==> src/rtl/lb_fifo_csr_pkg.sv <==
// Package for lb_fifo_csr: register offsets, STATUS/CTRL/IRQ_EN bit positions,
// field widths and the offset decoder shared by the CSR block.
// Optional interrupt feature is enabled with macro LB_FIFO_CSR_IRQ_EN.
package lb_fifo_csr_pkg;

    // Register offsets, decoded from address bits [7:0]
    localparam logic [7:0] OFF_TXDATA = 8'h00;
    localparam logic [7:0] OFF_RXDATA = 8'h04;
    localparam logic [7:0] OFF_STATUS = 8'h08;
    localparam logic [7:0] OFF_CTRL   = 8'h0C;
    localparam logic [7:0] OFF_IRQ_EN = 8'h10;
    localparam int         OFF_W      = 8;

    // STATUS layout
    localparam int ST_TX_COUNT_LSB = 0;
    localparam int ST_RX_COUNT_LSB = 8;
    localparam int ST_COUNT_W      = 8;
    localparam int ST_TX_FULL      = 16;
    localparam int ST_RX_EMPTY     = 17;
    localparam int ST_RXUF         = 18;
    localparam int ST_RXOF         = 19;
    localparam int ST_WERR         = 20;
    localparam int ST_W            = 21;

    // CTRL layout
    localparam int CTRL_TX_FLUSH = 0;
    localparam int CTRL_RX_FLUSH = 1;
    localparam int CTRL_RX_EN    = 2;

    // IRQ_EN layout
    localparam int IRQ_RX_NOT_EMPTY = 0;
    localparam int IRQ_TX_EMPTY     = 1;
    localparam int IRQ_ERR          = 2;
    localparam int IRQ_EN_W         = 3;

    typedef enum logic [2:0] {
        REG_TXDATA,
        REG_RXDATA,
        REG_STATUS,
        REG_CTRL,
        REG_IRQ_EN,
        REG_NONE
    } reg_sel_e;

    // Map a byte offset onto a register select; anything unmapped is REG_NONE
    function automatic reg_sel_e decode_offset(input logic [OFF_W-1:0] off);
        reg_sel_e sel;
        case (off)
            OFF_TXDATA: sel = REG_TXDATA;
            OFF_RXDATA: sel = REG_RXDATA;
            OFF_STATUS: sel = REG_STATUS;
            OFF_CTRL:   sel = REG_CTRL;
            OFF_IRQ_EN: sel = REG_IRQ_EN;
            default:    sel = REG_NONE;
        endcase
        return sel;
    endfunction

endpackage

==> src/rtl/lb_fifo_sync.sv <==
// Synchronous FIFO with occupancy count, full/empty flags and a flush input.
// Flush dominates push/pop; a push into a full FIFO is taken only when a pop
// happens in the same cycle. DEPTH must be a power of two so that the
// pointers wrap naturally.
module lb_fifo_sync #(
    parameter int DATA_W = 32,
    parameter int DEPTH  = 8
) (
    input  logic                     clk,
    input  logic                     rst,
    input  logic                     flush,
    input  logic                     push,
    input  logic [DATA_W-1:0]        push_data,
    input  logic                     pop,
    output logic [DATA_W-1:0]        head_data,
    output logic [$clog2(DEPTH):0]   count,
    output logic                     full,
    output logic                     empty
);
    localparam int PTR_W = $clog2(DEPTH);
    localparam int CNT_W = PTR_W + 1;

    logic [DATA_W-1:0] mem_q [DEPTH];
    logic [PTR_W-1:0]  wr_ptr_q, wr_ptr_d;
    logic [PTR_W-1:0]  rd_ptr_q, rd_ptr_d;
    logic [CNT_W-1:0]  count_q, count_d;
    logic              push_ok;
    logic              pop_ok;

    assign full      = (count_q == CNT_W'(DEPTH));
    assign empty     = (count_q == '0);
    assign count     = count_q;
    assign head_data = mem_q[rd_ptr_q];

    // Next-state for pointers and count; flush clears everything
    always_comb begin
        pop_ok   = pop && !empty;
        push_ok  = push && (!full || pop_ok);
        wr_ptr_d = wr_ptr_q;
        rd_ptr_d = rd_ptr_q;
        count_d  = count_q;
        if (flush) begin
            wr_ptr_d = '0;
            rd_ptr_d = '0;
            count_d  = '0;
        end else begin
            if (push_ok) begin
                wr_ptr_d = wr_ptr_q + PTR_W'(1);
            end
            if (pop_ok) begin
                rd_ptr_d = rd_ptr_q + PTR_W'(1);
            end
            case ({push_ok, pop_ok})
                2'b10:   count_d = count_q + CNT_W'(1);
                2'b01:   count_d = count_q - CNT_W'(1);
                default: count_d = count_q;
            endcase
        end
    end

    // Pointer and count registers
    always_ff @(posedge clk) begin
        if (rst) begin
            wr_ptr_q <= '0;
            rd_ptr_q <= '0;
            count_q  <= '0;
        end else begin
            wr_ptr_q <= wr_ptr_d;
            rd_ptr_q <= rd_ptr_d;
            count_q  <= count_d;
        end
    end

    // Storage array; a write that coincides with flush or reset is dropped
    always_ff @(posedge clk) begin
        if (!rst && !flush && push_ok) begin
            mem_q[wr_ptr_q] <= push_data;
        end
    end

endmodule

==> src/rtl/lb_fifo_csr.sv <==
// lb_fifo_csr: local-bus CSR block fronting a TX FIFO (bus -> tx stream) and
// an RX FIFO (rx stream -> bus), with STATUS sticky error flags and CTRL
// flush/enable bits. Reads answer exactly one cycle after lb_ren is accepted.
// Define LB_FIFO_CSR_IRQ_EN to add the IRQ_EN register and the irq output.
module lb_fifo_csr
    import lb_fifo_csr_pkg::*;
#(
    parameter int ADDR_W = 32,
    parameter int DATA_W = 32,
    parameter int DEPTH  = 8
) (
    input  logic                  clk,
    input  logic                  rst,
    input  logic [ADDR_W-1:0]     lb_waddr,
    input  logic [DATA_W-1:0]     lb_wdata,
    input  logic                  lb_wen,
    input  logic [DATA_W/8-1:0]   lb_wstrb,
    output logic                  lb_wready,
    input  logic [ADDR_W-1:0]     lb_raddr,
    input  logic                  lb_ren,
    output logic [DATA_W-1:0]     lb_rdata,
    output logic                  lb_rvalid,
    output logic [DATA_W-1:0]     tx_data,
    output logic                  tx_valid,
    input  logic                  tx_ready,
    input  logic [DATA_W-1:0]     rx_data,
    input  logic                  rx_valid,
    output logic                  rx_ready
`ifdef LB_FIFO_CSR_IRQ_EN
    ,
    output logic                  irq
`endif
);
    localparam int CNT_W = $clog2(DEPTH) + 1;

    reg_sel_e          wr_sel;
    reg_sel_e          rd_sel;
    logic              wr_fire;
    logic              strb_all;
    logic              ctrl_wr;
    logic              rd_accept;

    logic              tx_push, tx_pop, tx_flush;
    logic              tx_full, tx_empty;
    logic [CNT_W-1:0]  tx_count;
    logic [DATA_W-1:0] tx_head;

    logic              rx_push, rx_pop, rx_flush;
    logic              rx_full, rx_empty;
    logic [CNT_W-1:0]  rx_count;
    logic [DATA_W-1:0] rx_head;

    logic              rx_en_q, rx_en_d;
    logic              rxuf_q, rxuf_d;
    logic              rxof_q, rxof_d;
    logic              werr_q, werr_d;
    logic              lb_rvalid_q, lb_rvalid_d;
    logic [DATA_W-1:0] lb_rdata_q, lb_rdata_d;
    logic [DATA_W-1:0] status_word;
    logic [DATA_W-1:0] rd_value;
    logic              unused_addr_bits;

`ifdef LB_FIFO_CSR_IRQ_EN
    logic [IRQ_EN_W-1:0] irq_en_q, irq_en_d;
    logic [IRQ_EN_W-1:0] irq_src;
    logic [IRQ_EN_W-1:0] irq_masked;
    logic                irq_q, irq_d;
`endif

    // Only the low byte of the address selects a register
    assign unused_addr_bits = ^{lb_waddr[ADDR_W-1:OFF_W], lb_raddr[ADDR_W-1:OFF_W]};

    assign wr_sel    = decode_offset(lb_waddr[OFF_W-1:0]);
    assign rd_sel    = decode_offset(lb_raddr[OFF_W-1:0]);

    assign lb_wready = !((wr_sel == REG_TXDATA) && tx_full);
    assign wr_fire   = lb_wen && lb_wready;
    assign strb_all  = &lb_wstrb;
    assign ctrl_wr   = wr_fire && (wr_sel == REG_CTRL) && lb_wstrb[0];

    // A read is accepted when lb_ren is high and no response is on the bus;
    // the cycle carrying lb_rvalid never starts a new read.
    assign rd_accept = lb_ren && !lb_rvalid_q;

    assign tx_push   = wr_fire && (wr_sel == REG_TXDATA) && strb_all;
    assign tx_pop    = tx_valid && tx_ready;
    assign tx_flush  = ctrl_wr && lb_wdata[CTRL_TX_FLUSH];
    assign tx_valid  = !tx_empty;
    assign tx_data   = tx_head;

    assign rx_ready  = rx_en_q && !rx_full;
    assign rx_push   = rx_valid && rx_ready;
    assign rx_pop    = rd_accept && (rd_sel == REG_RXDATA) && !rx_empty;
    assign rx_flush  = ctrl_wr && lb_wdata[CTRL_RX_FLUSH];

    assign lb_rvalid = lb_rvalid_q;
    assign lb_rdata  = lb_rdata_q;

    lb_fifo_sync #(
        .DATA_W (DATA_W),
        .DEPTH  (DEPTH)
    ) u_tx_fifo (
        .clk       (clk),
        .rst       (rst),
        .flush     (tx_flush),
        .push      (tx_push),
        .push_data (lb_wdata),
        .pop       (tx_pop),
        .head_data (tx_head),
        .count     (tx_count),
        .full      (tx_full),
        .empty     (tx_empty)
    );

    lb_fifo_sync #(
        .DATA_W (DATA_W),
        .DEPTH  (DEPTH)
    ) u_rx_fifo (
        .clk       (clk),
        .rst       (rst),
        .flush     (rx_flush),
        .push      (rx_push),
        .push_data (rx_data),
        .pop       (rx_pop),
        .head_data (rx_head),
        .count     (rx_count),
        .full      (rx_full),
        .empty     (rx_empty)
    );

    // Pack the STATUS word from FIFO state and the sticky flags
    always_comb begin
        status_word = '0;
        status_word[ST_TX_COUNT_LSB +: ST_COUNT_W] = ST_COUNT_W'(tx_count);
        status_word[ST_RX_COUNT_LSB +: ST_COUNT_W] = ST_COUNT_W'(rx_count);
        status_word[ST_TX_FULL]  = tx_full;
        status_word[ST_RX_EMPTY] = rx_empty;
        status_word[ST_RXUF]     = rxuf_q;
        status_word[ST_RXOF]     = rxof_q;
        status_word[ST_WERR]     = werr_q;
    end

    // Read mux: value returned for the currently addressed register
    always_comb begin
        rd_value = '0;
        case (rd_sel)
            REG_RXDATA: rd_value = rx_empty ? '0 : rx_head;
            REG_STATUS: rd_value = status_word;
            REG_CTRL:   rd_value[CTRL_RX_EN] = rx_en_q;
`ifdef LB_FIFO_CSR_IRQ_EN
            REG_IRQ_EN: rd_value[IRQ_EN_W-1:0] = irq_en_q;
`endif
            default:    rd_value = '0;
        endcase
    end

    // Next-state for control bits, sticky flags and the read response.
    // A STATUS read clears the sticky flags, but an event in the same cycle
    // sets them again so it is never lost.
    always_comb begin
        rx_en_d     = ctrl_wr ? lb_wdata[CTRL_RX_EN] : rx_en_q;

        rxuf_d      = (rd_accept && (rd_sel == REG_STATUS)) ? 1'b0 : rxuf_q;
        rxof_d      = (rd_accept && (rd_sel == REG_STATUS)) ? 1'b0 : rxof_q;
        werr_d      = (rd_accept && (rd_sel == REG_STATUS)) ? 1'b0 : werr_q;
        if (rd_accept && (rd_sel == REG_RXDATA) && rx_empty) begin
            rxuf_d = 1'b1;
        end
        if (rx_valid && rx_en_q && rx_full) begin
            rxof_d = 1'b1;
        end
        if (wr_fire && (wr_sel == REG_TXDATA) && !strb_all) begin
            werr_d = 1'b1;
        end

        lb_rvalid_d = rd_accept;
        lb_rdata_d  = rd_accept ? rd_value : '0;
    end

    // CSR state registers
    always_ff @(posedge clk) begin
        if (rst) begin
            rx_en_q     <= 1'b1;
            rxuf_q      <= 1'b0;
            rxof_q      <= 1'b0;
            werr_q      <= 1'b0;
            lb_rvalid_q <= 1'b0;
            lb_rdata_q  <= '0;
        end else begin
            rx_en_q     <= rx_en_d;
            rxuf_q      <= rxuf_d;
            rxof_q      <= rxof_d;
            werr_q      <= werr_d;
            lb_rvalid_q <= lb_rvalid_d;
            lb_rdata_q  <= lb_rdata_d;
        end
    end

`ifdef LB_FIFO_CSR_IRQ_EN
    assign irq_src[IRQ_RX_NOT_EMPTY] = !rx_empty;
    assign irq_src[IRQ_TX_EMPTY]     = tx_empty;
    assign irq_src[IRQ_ERR]          = rxuf_q | rxof_q | werr_q;

    for (genvar gi = 0; gi < IRQ_EN_W; gi++) begin : g_irq_mask
        assign irq_masked[gi] = irq_en_q[gi] & irq_src[gi];
    end

    // Interrupt enable register update and registered interrupt
    always_comb begin
        irq_en_d = irq_en_q;
        if (wr_fire && (wr_sel == REG_IRQ_EN) && lb_wstrb[0]) begin
            irq_en_d = lb_wdata[IRQ_EN_W-1:0];
        end
        irq_d = |irq_masked;
    end

    // Interrupt registers
    always_ff @(posedge clk) begin
        if (rst) begin
            irq_en_q <= '0;
            irq_q    <= 1'b0;
        end else begin
            irq_en_q <= irq_en_d;
            irq_q    <= irq_d;
        end
    end

    assign irq = irq_q;
`endif

endmodule

==> config.mk <==
export PLATFORM = sky130hd
export DESIGN_NAME = lb_fifo_csr
export DESIGN_NICKNAME = d
export VERILOG_FILES = /design/src/rtl/lb_fifo_csr_pkg.sv /design/src/rtl/lb_fifo_sync.sv /design/src/rtl/lb_fifo_csr.sv
export SDC_FILE = /design/constraint.sdc
export NUM_CORES = 1
export LEC_CHECK = 0
export CAP_MARGIN = 10
export CORE_MARGIN = 3
export CORE_UTILIZATION = 55
export CTS_BUF_LIST = sky130_fd_sc_hd__clkbuf_8
export CTS_CLUSTER_DIAMETER = 60
export CTS_CLUSTER_SIZE = 40
export DETAILED_ROUTE_END_ITERATION = 10
export PLACE_DENSITY = 0.77
export SLEW_MARGIN = 20
export SYNTH_ARGS = -nofsm -noshare
export SYNTH_HDL_FRONTEND = slang
export SYNTH_SLANG_ARGS = --single-unit
==> constraint.sdc <==
create_clock -name clk -period 8.1 [get_ports clk]
set_clock_uncertainty 0.2 [all_clocks]
set_input_delay 2.025 -clock clk [delete_from_list [all_inputs] [get_ports clk]]
set_output_delay 2.025 -clock clk [all_outputs]
set_load 0.02 [all_outputs]
After elaboration in Yosys (flattened, before gate mapping) --
Memories as Yosys holds them, arrays and structs flattened. A register that Yosys moved wholly into a read port is not among the register bits. Cells that the tools add are included.
Cells by class: add/sub/neg operators 8, equality and inequality tests 18, multiplexer cells 20, bitwise gates (word level) 1, reductions and logical operators 53
Operators by type and width (number):
- 29-bit one-hot mux with 2 select lines | 1
- 8-bit by 4-bit == test with 1-bit output, second input constant | 4
- 32-bit two-way mux | 1
- 3-bit one-hot mux with 5 select lines | 2
- 1-bit logical AND | 27
- 8-bit by 3-bit == test with 1-bit output, second input constant | 2
- 8-bit by 5-bit == test with 1-bit output, second input constant | 2
- 8-bit zero test | 2
- 4-bit one-hot mux with 2 select lines | 2
- 3-bit by 1-bit adder with 3-bit output, second input constant | 4
- 3-bit two-way mux | 4
- 1-bit zero test | 10
- 2-bit nonzero test | 5
- 3-bit by 2-bit == test with 1-bit output, second input constant | 3
- 4-bit by 1-bit adder with 4-bit output, second input constant | 2
- 4-bit == test, second input constant | 2
- 4-bit zero test | 2
- 1-bit two-way mux | 8
- 4-bit by 1-bit subtractor with 4-bit output, second input constant | 2
- 2-bit OR reduction | 3
- 2-bit by 1-bit == test with 1-bit output, second input constant | 2
- 2-bit == test, second input constant | 2
- 2-bit one-hot mux with 2 select lines | 1
- 4-bit AND reduction | 1
- other kinds (5) | 6
Storage, ports and cells: register bits after elaboration 57, bits in writable memories 512, bits of input ports 138, output and inout port bits 68, word-level logic and storage cells 114, memories kept 2
Memories:
- u_rx_fifo.mem_q | depth 8, width 32, read ports 1, clocked after Yosys merged registers in 1, wr ports 1, RTL line lb_fifo_sync.sv:23 | logic [DATA_W-1:0] mem_q [DEPTH];
- u_tx_fifo.mem_q | depth 8, width 32, read ports 1, clocked after Yosys merged registers in 1, wr ports 1, RTL line lb_fifo_sync.sv:23

Logic depth before layout (Yosys ltp) --
Gate-level depths: netlist of the first run.
depth after elaboration 14, gate-level depth with buffers 11, mapped depth without buffers 11

By module --
Synthesis of the first run repeated with hierarchy kept, for this count alone.
Unflattened totals: cells, all modules 1059, area total of the unflattened synthesis 22504.1 µm²
By module, submodules not included:
- lb_fifo_sync | times used 2, cells an instance 455, area each 10528.8 µm², seq. area each 7947.6 µm²
- lb_fifo_csr | times used 1, cells an instance 149, area each 1446.4 µm², seq. area each 740.7 µm²

Worst setup path before layout of the first run --
OpenSTA, ideal clock, no wires.
kind in2reg, from in rst, to mem u_rx_fifo.mem_q[1][0] (enable), library setup time 0.502 ns, arrival time 5.601 ns, data required time 7.398 ns, path slack 1.797 ns, cell stages on the path 4, buffers on the path 1, path through clkbuf_1 > inv_1 > o21ai_2 > nor4_1
Between the ends: longest elaborated chain between the ends 5
RTL lines:
- from (decl) | RTL line lb_fifo_csr.sv:13 | input logic rst,
- 1-bit zero test | RTL line lb_fifo_sync.sv:76 | if (!rst && !flush && push_ok) begin
- 1-bit logical AND (2 in series) | RTL line lb_fifo_sync.sv:76
- 1-bit two-way mux | RTL line lb_fifo_sync.sv:76
- 1-bit two-way mux (not written as such) | RTL line lb_fifo_sync.sv:77 | mem_q[wr_ptr_q] <= push_data;
- to (decl) | RTL line lb_fifo_sync.sv:23
Every way passes these cells.

Worst setup path in the final report of the first run --
from in lb_waddr[1], to out lb_wready
Between the ends: longest elaborated chain between the ends 5, elaborated cells between the ends (all ways) 9, classes of those cells eq/ne (4); mux (1); reduce/logical (4)
RTL lines:
- from (decl) | RTL line lb_fifo_csr.sv:14 | input logic [ADDR_W-1:0] lb_waddr,
- 8-bit by 5-bit == test with 1-bit output (tied with other cells) | RTL line lb_fifo_csr_pkg.sv:48 | case (off)
- 3-bit one-hot mux with 5 select lines (*) | RTL line lb_fifo_csr_pkg.sv:48
- 3-bit zero test (*) | RTL line lb_fifo_csr.sv:76 | assign lb_wready = !((wr_sel == REG_TXDATA) && tx_full);
- 1-bit logical AND (*) | RTL line lb_fifo_csr.sv:76
- 1-bit zero test (*) | RTL line lb_fifo_csr.sv:76
- to (decl) | RTL line lb_fifo_csr.sv:18 | output logic lb_wready,
Every way passes the cells marked *; elsewhere a longest branch is shown, timed or not.

==> metrics.yaml, run 1 <==
cts_resized: 0
grt_pass1_vias: 10600
ir_drop_uv: 221
ys.flop_type: "edfxtp_1"
synth.avg_cell_area_um2: 21.4
post_cts_buffers: 0
critPathKind: "in2out"
gp_congestion: 0.767
dp_slack_ps: 1940
tns_ps: 0
synth_edf_count: 512
required_ps: 5880
total_power_mw: 4.91
worst_pin_slew_ps: 1050
cts_sinks: 575
area_delta_synth_final_pct: 14.3
die_area_um2: 42000
finalMaxSlewViolations: 0
critPathTopFamily: "buffers and inverters"
hpwl_um: 23500
cts_tree: "built"
crit_chain: "clkdlybuf4s50_1 -> nor4_4 -> nand2_1 -> or4_1 -> clkdlybuf4s50_1"
clk_pin_slew_ps: 140
critPathArrivalTime_ps: 3920
cts_buffer_depth: 3
first_iter_violations: 775
cp_slowest_cell: "clkdlybuf4s50_1"
track_usage: 0.198
synth_top_area_frac: 0.706
grt_antenna_before_repair: 3
ctsRootBufferMaster: "clkbuf_8"
grt_max_degree: 67
cts_hold_buf: 0
finalCritPeriodShare: 0.758
n_antenna_cell: 0
synth-seq-area-share: 0.764
path_buf_inv: 2
synthArstFlopShare: 0
core_um2: 38900
power.leakage_nw: 7.58
ys_top_cells_by_area: "edfxtp_1 71%, mux4_2 13%, dfxtp_1 5.8%"
slew_headroom: 0.302
die_h_um: 205
overflow: 0
grt_pass1_wl_um: 62600
viasPerCell: 5.82
min_period_ps: 6140
critPathLaunchType: "input port"
rsz0062_at_grt: "no"
drtPass1Iterations: 5
synth_nets: 1166
cp_max_fo: 3
ios: 206
syn-cell-area_um2: 21800
clock_latency_ps: 590
cpMostUsedCell: "clkdlybuf4s50_1"
outcome: "completed"
synth_top_cell_by_area: "edfxtp_1"
drt_wl_total_um: 40900
cts_buffers: 35
setup_viol: 0
drive_gt1_frac: 0.231
cap_violations: 0
wl_per_cell_um: 23.6
rows: 72
min_path_type: "reg2reg"
finalHoldViolations: 0
critPathMaxStageDelay_ps: 560
drcViolationCount: 0
antenna_left: 0
netlist_top_cells_count: "512 x edfxtp_1, 126 x mux4_2, 63 x dfxtp_1, 56 x nor2_1, 38 x mux2i_1"
die_x_um: 205
nets: 1337
end_kind: "output pin"
yosysUniqueCellTypes: 52
yosysMostFrequentCell: "edfxtp_1"
yosys_warnings: 0
syn_inst: 1016
cts_max_level: 2
fin_ws_ps: 1960
num_vias: 10100
power_density_nw_per_um2: 197
start_util: 0.559
clock.fmax_ghz: 0.163
synth.ff_latch_count: 575
portBuffers: 157
cells by family after synthesis:
group,count (synthesis),synth area share
muxes,197,0.165
DFF,575,0.764
buffers and inverters,57,0.0132
and+or+nand+nor,128,0.0353
xor gates and xnor gates,14,0.00563
AOI/OAI and AO/OA,33,0.00914
adders and majority gates,12,0.00759
per-stage QoR:
stage               hold WS (ps)  cell area, um2   util  std cells
finish                       282           24900  0.639       1731
global route                 301           24900  0.639       1731
CTS                          276           24900  0.639       1730
detailed placement           247           24000  0.617       1667
global placement             238           24000  0.617       1667
floorplan                    226           21800      -       1016
worst paths after layout:
kind         depth (start not counted)                          endpoint                             from  slack (ps)
max reg2reg                          6  u_rx_fifo.mem_q[4][24]$_DFFE_PP_  u_rx_fifo.count[0]$_SDFFE_PP0P_        5040
min reg2reg                          2           lb_rdata[20]$_SDFF_PP0_              werr_q$_SDFFE_PP0P_         280
max                                  5                         lb_wready                      lb_waddr[1]        1960
min                                  2           lb_rdata[20]$_SDFF_PP0_              werr_q$_SDFFE_PP0P_         280
layout make-up:
type | instances | area, um2
well taps | 518 | 648
clock inverters | 25 | 329
repair buffers | 176 | 1730
multi-input cells | 384 | 4940
inverters | 15 | 58.8
fillers | 2648 | 14000
clock buffers | 38 | 523
flip-flops and latches | 575 | 16700
power by group:
part	switching [mW]	internal, mW	total, mW	leakage [nW]
Combinational	0.0727	0.0609	0.134	2.03
Clock	1.00	0.524	1.53	0.424
Sequential	0.00879	3.24	3.25	5.12
Total	1.08	3.83	4.91	7.58
routing by layer:
layer,GRT usage,part of all wire,vias up
met2,0.341,0.51,301
li1,-,-,4468
met1,0.273,0.41,5251
met5,0,0.00095,-
met4,0.0376,0.016,6
met3,0.0338,0.063,55
flip-flops by register name, summed over array words and instances (netlist names), 3 cells and up, named ones only:
signal              flops
u_tx_fifo.mem_q       256
lb_rdata               32
u_tx_fifo.count         4
u_rx_fifo.wr_ptr_q      3
u_rx_fifo.rd_ptr_q      3
u_rx_fifo.mem_q       256
u_rx_fifo.count         4
u_tx_fifo.wr_ptr_q      3
u_tx_fifo.rd_ptr_q      3
worst min-delay path, cell delays in order, from the launching register on:
cell     delay [ps]
dfxtp_1         360
nand2_1          70
o21ai_1          50
cell usage in the layout (no fill, tap or decap), types with 3 or more instances in the layout:
cell and n:
buf_4 18, nand2_1 19, a21o_1 3, dfxtp_4 4, inv_6 5, clkinv_8 5, dfxtp_1 57, edfxtp_1 512
o21ai_0 4, nor3_4 4, nand4_1 4, inv_12 5, xor2_1 7, inv_1 14, mux2i_1 38, clkbuf_8 38
o22ai_1 5, nor2_4 5, nand3_2 3, xnor2_1 7, mux4_2 126, o21ai_1 7, clkdlybuf4s50_1 157, nor4_4 5
ha_1 10, mux2_2 33, nand2b_1 5, nor2_1 51, a21oi_1 9, or3_1 3, nor4_2 4
(Power assumes the default switching activity.)
==> run 2, diff against run 1 <==
clock period = 5.73 ns   (was 8.1 ns; I/O delays follow)
==> metrics.yaml, run 2 (same netlist as run 1, synthesis figures left out) <==
gp_congestion: 0.757
wl_per_cell_um: 23.2
viasPerCell: 5.85
die_x_um: 205
slew_headroom: 0.300
die_area_um2: 42000
outcome: "completed"
intPower_mw: 5.50
cts_max_level: 2
min_period_ps: 4960
cts_buffers: 36
r2r_setup_slack_ps: 2830
cts_tree: "built"
num_vias: 10200
min_path_type: "reg2reg"
core_um2: 38900
combPwrFrac: 0.027
drt_wl_total_um: 40400
finalCritPeriodShare: 0.865
antenna_left: 0
end_kind: "output pin"
worst_pin_slew_ps: 1050
fill_cells: 2582
overflow: 0
netSwitchingPower_mw: 1.52
hpwl_um: 23900
clock_latency_ps: 620
grt_pass1_vias: 10500
dp_cells: 1675
tns_ps: 0
setup_viol: 0
cts_sinks: 575
grt_pass1_wl_um: 62100
critPathLaunchType: "input port"
ios: 206
ir_drop_uv: 322
area_delta_synth_final_pct: 14.9
finalMaxSlewViolations: 0
critPathKind: "in2out"
rsz0062_at_grt: "no"
n_antenna_cell: 0
required_ps: 4100
power.leakage_nw: 7.64
drtPass1Iterations: 5
cp_max_fo: 3
power_density_nw_per_um2: 281
cts_buffer_depth: 3
critPathArrivalTime_ps: 3320
rows: 72
clock.fmax_ghz: 0.202
start_util: 0.559
finalHoldViolations: 0
die_h_um: 205
cts_hold_buf: 0
grt_max_degree: 65
final_common_cell: "edfxtp_1"
clk_pin_slew_ps: 130
track_usage: 0.197
post_cts_buffers: 0
cts_resized: 0
p_seq_frac: 0.654
drive_gt1_frac: 0.236
first_iter_violations: 599
drcViolationCount: 0
nets: 1345
p_sw_frac: 0.217
cap_violations: 0
fin_cells: 1741
ctsRootBufferMaster: "clkbuf_8"
final_cell_mix: "512 x edfxtp_1, 157 x clkdlybuf4s50_1, 126 x mux4_2"
clkPwrFrac: 0.319
portBuffers: 157
grt_antenna_before_repair: 1
-- run 2: cell count changes in the layout (fill, tap and decap cells not counted), sizes merged --
cell,change
clkinv,-3
inv,+1
bufinv,+2
buf,+7
clkinvlp,+2
clkbuf,+1
-- run 2: per-stage QoR --
step                      instance area, um2   util  hold WS (ps)  power [mW]  worst slack [ps]
final                                  25000  0.643           272        7.03               773
after global routing                   25000  0.643           298        7.25               684
after CTS                              25000  0.643           271        7.09               757
after detailed placement               24100  0.620           245        4.88               763
after global placement                 24100  0.619           239        4.87               752
after floorplan                        21800      -           226        4.75              19.5
-- run 2: final cells by class --
type | instances | area, um2 | share of cell area
Inverter | 15 | 58.8 | 0.00235
Multi-Input combinational cell | 384 | 4930 | 0.197
Sequential cell | 575 | 16700 | 0.666
Tap cell | 518 | 648 | 0.0259
Clock inverter | 27 | 359 | 0.0144
Clock buffer | 39 | 537 | 0.0215
Timing Repair Buffer | 183 | 1820 | 0.0729
-- run 2: path summary, 6_finish.rpt --
kind	startpoint	end	depth (start not counted)
min	lb_rvalid$_SDFF_PP0_	lb_rvalid$_SDFF_PP0_	1
max reg2reg	u_tx_fifo.count[2]$_SDFFE_PP0P_	u_tx_fifo.count[3]$_SDFFE_PP0P_	11
min reg2reg	lb_rvalid$_SDFF_PP0_	lb_rvalid$_SDFF_PP0_	1
max	lb_waddr[1]	lb_wready	5
-- run 2: critical path: stages --
cell and delay (ps):
clkdlybuf4s50_1 440, nor4_4 350, nand2_1 80, or4_1 460
clkdlybuf4s50_1 550
-- run 2: layer usage --
metal | wire, um | track usage | up-vias | share of wire
li1 | - | - | 4486 | -
met1 | 17000 | 0.277 | 5349 | 0.42
met2 | 20300 | 0.326 | 295 | 0.50
met3 | 2360 | 0.0386 | 56 | 0.059
met4 | 705 | 0.0434 | 2 | 0.017
met5 | 13 | 0 | - | 0.00032
-- run 2: power by group through the flow --
stage,Clock [mW],Sequential [mW],Combinational [mW]
finish,2.24,4.60,0.190
global route,2.44,4.60,0.206
CTS,2.31,4.60,0.191
detailed placement,0,4.69,0.190
global placement,0,4.69,0.181
floorplan,0,4.69,0.0599
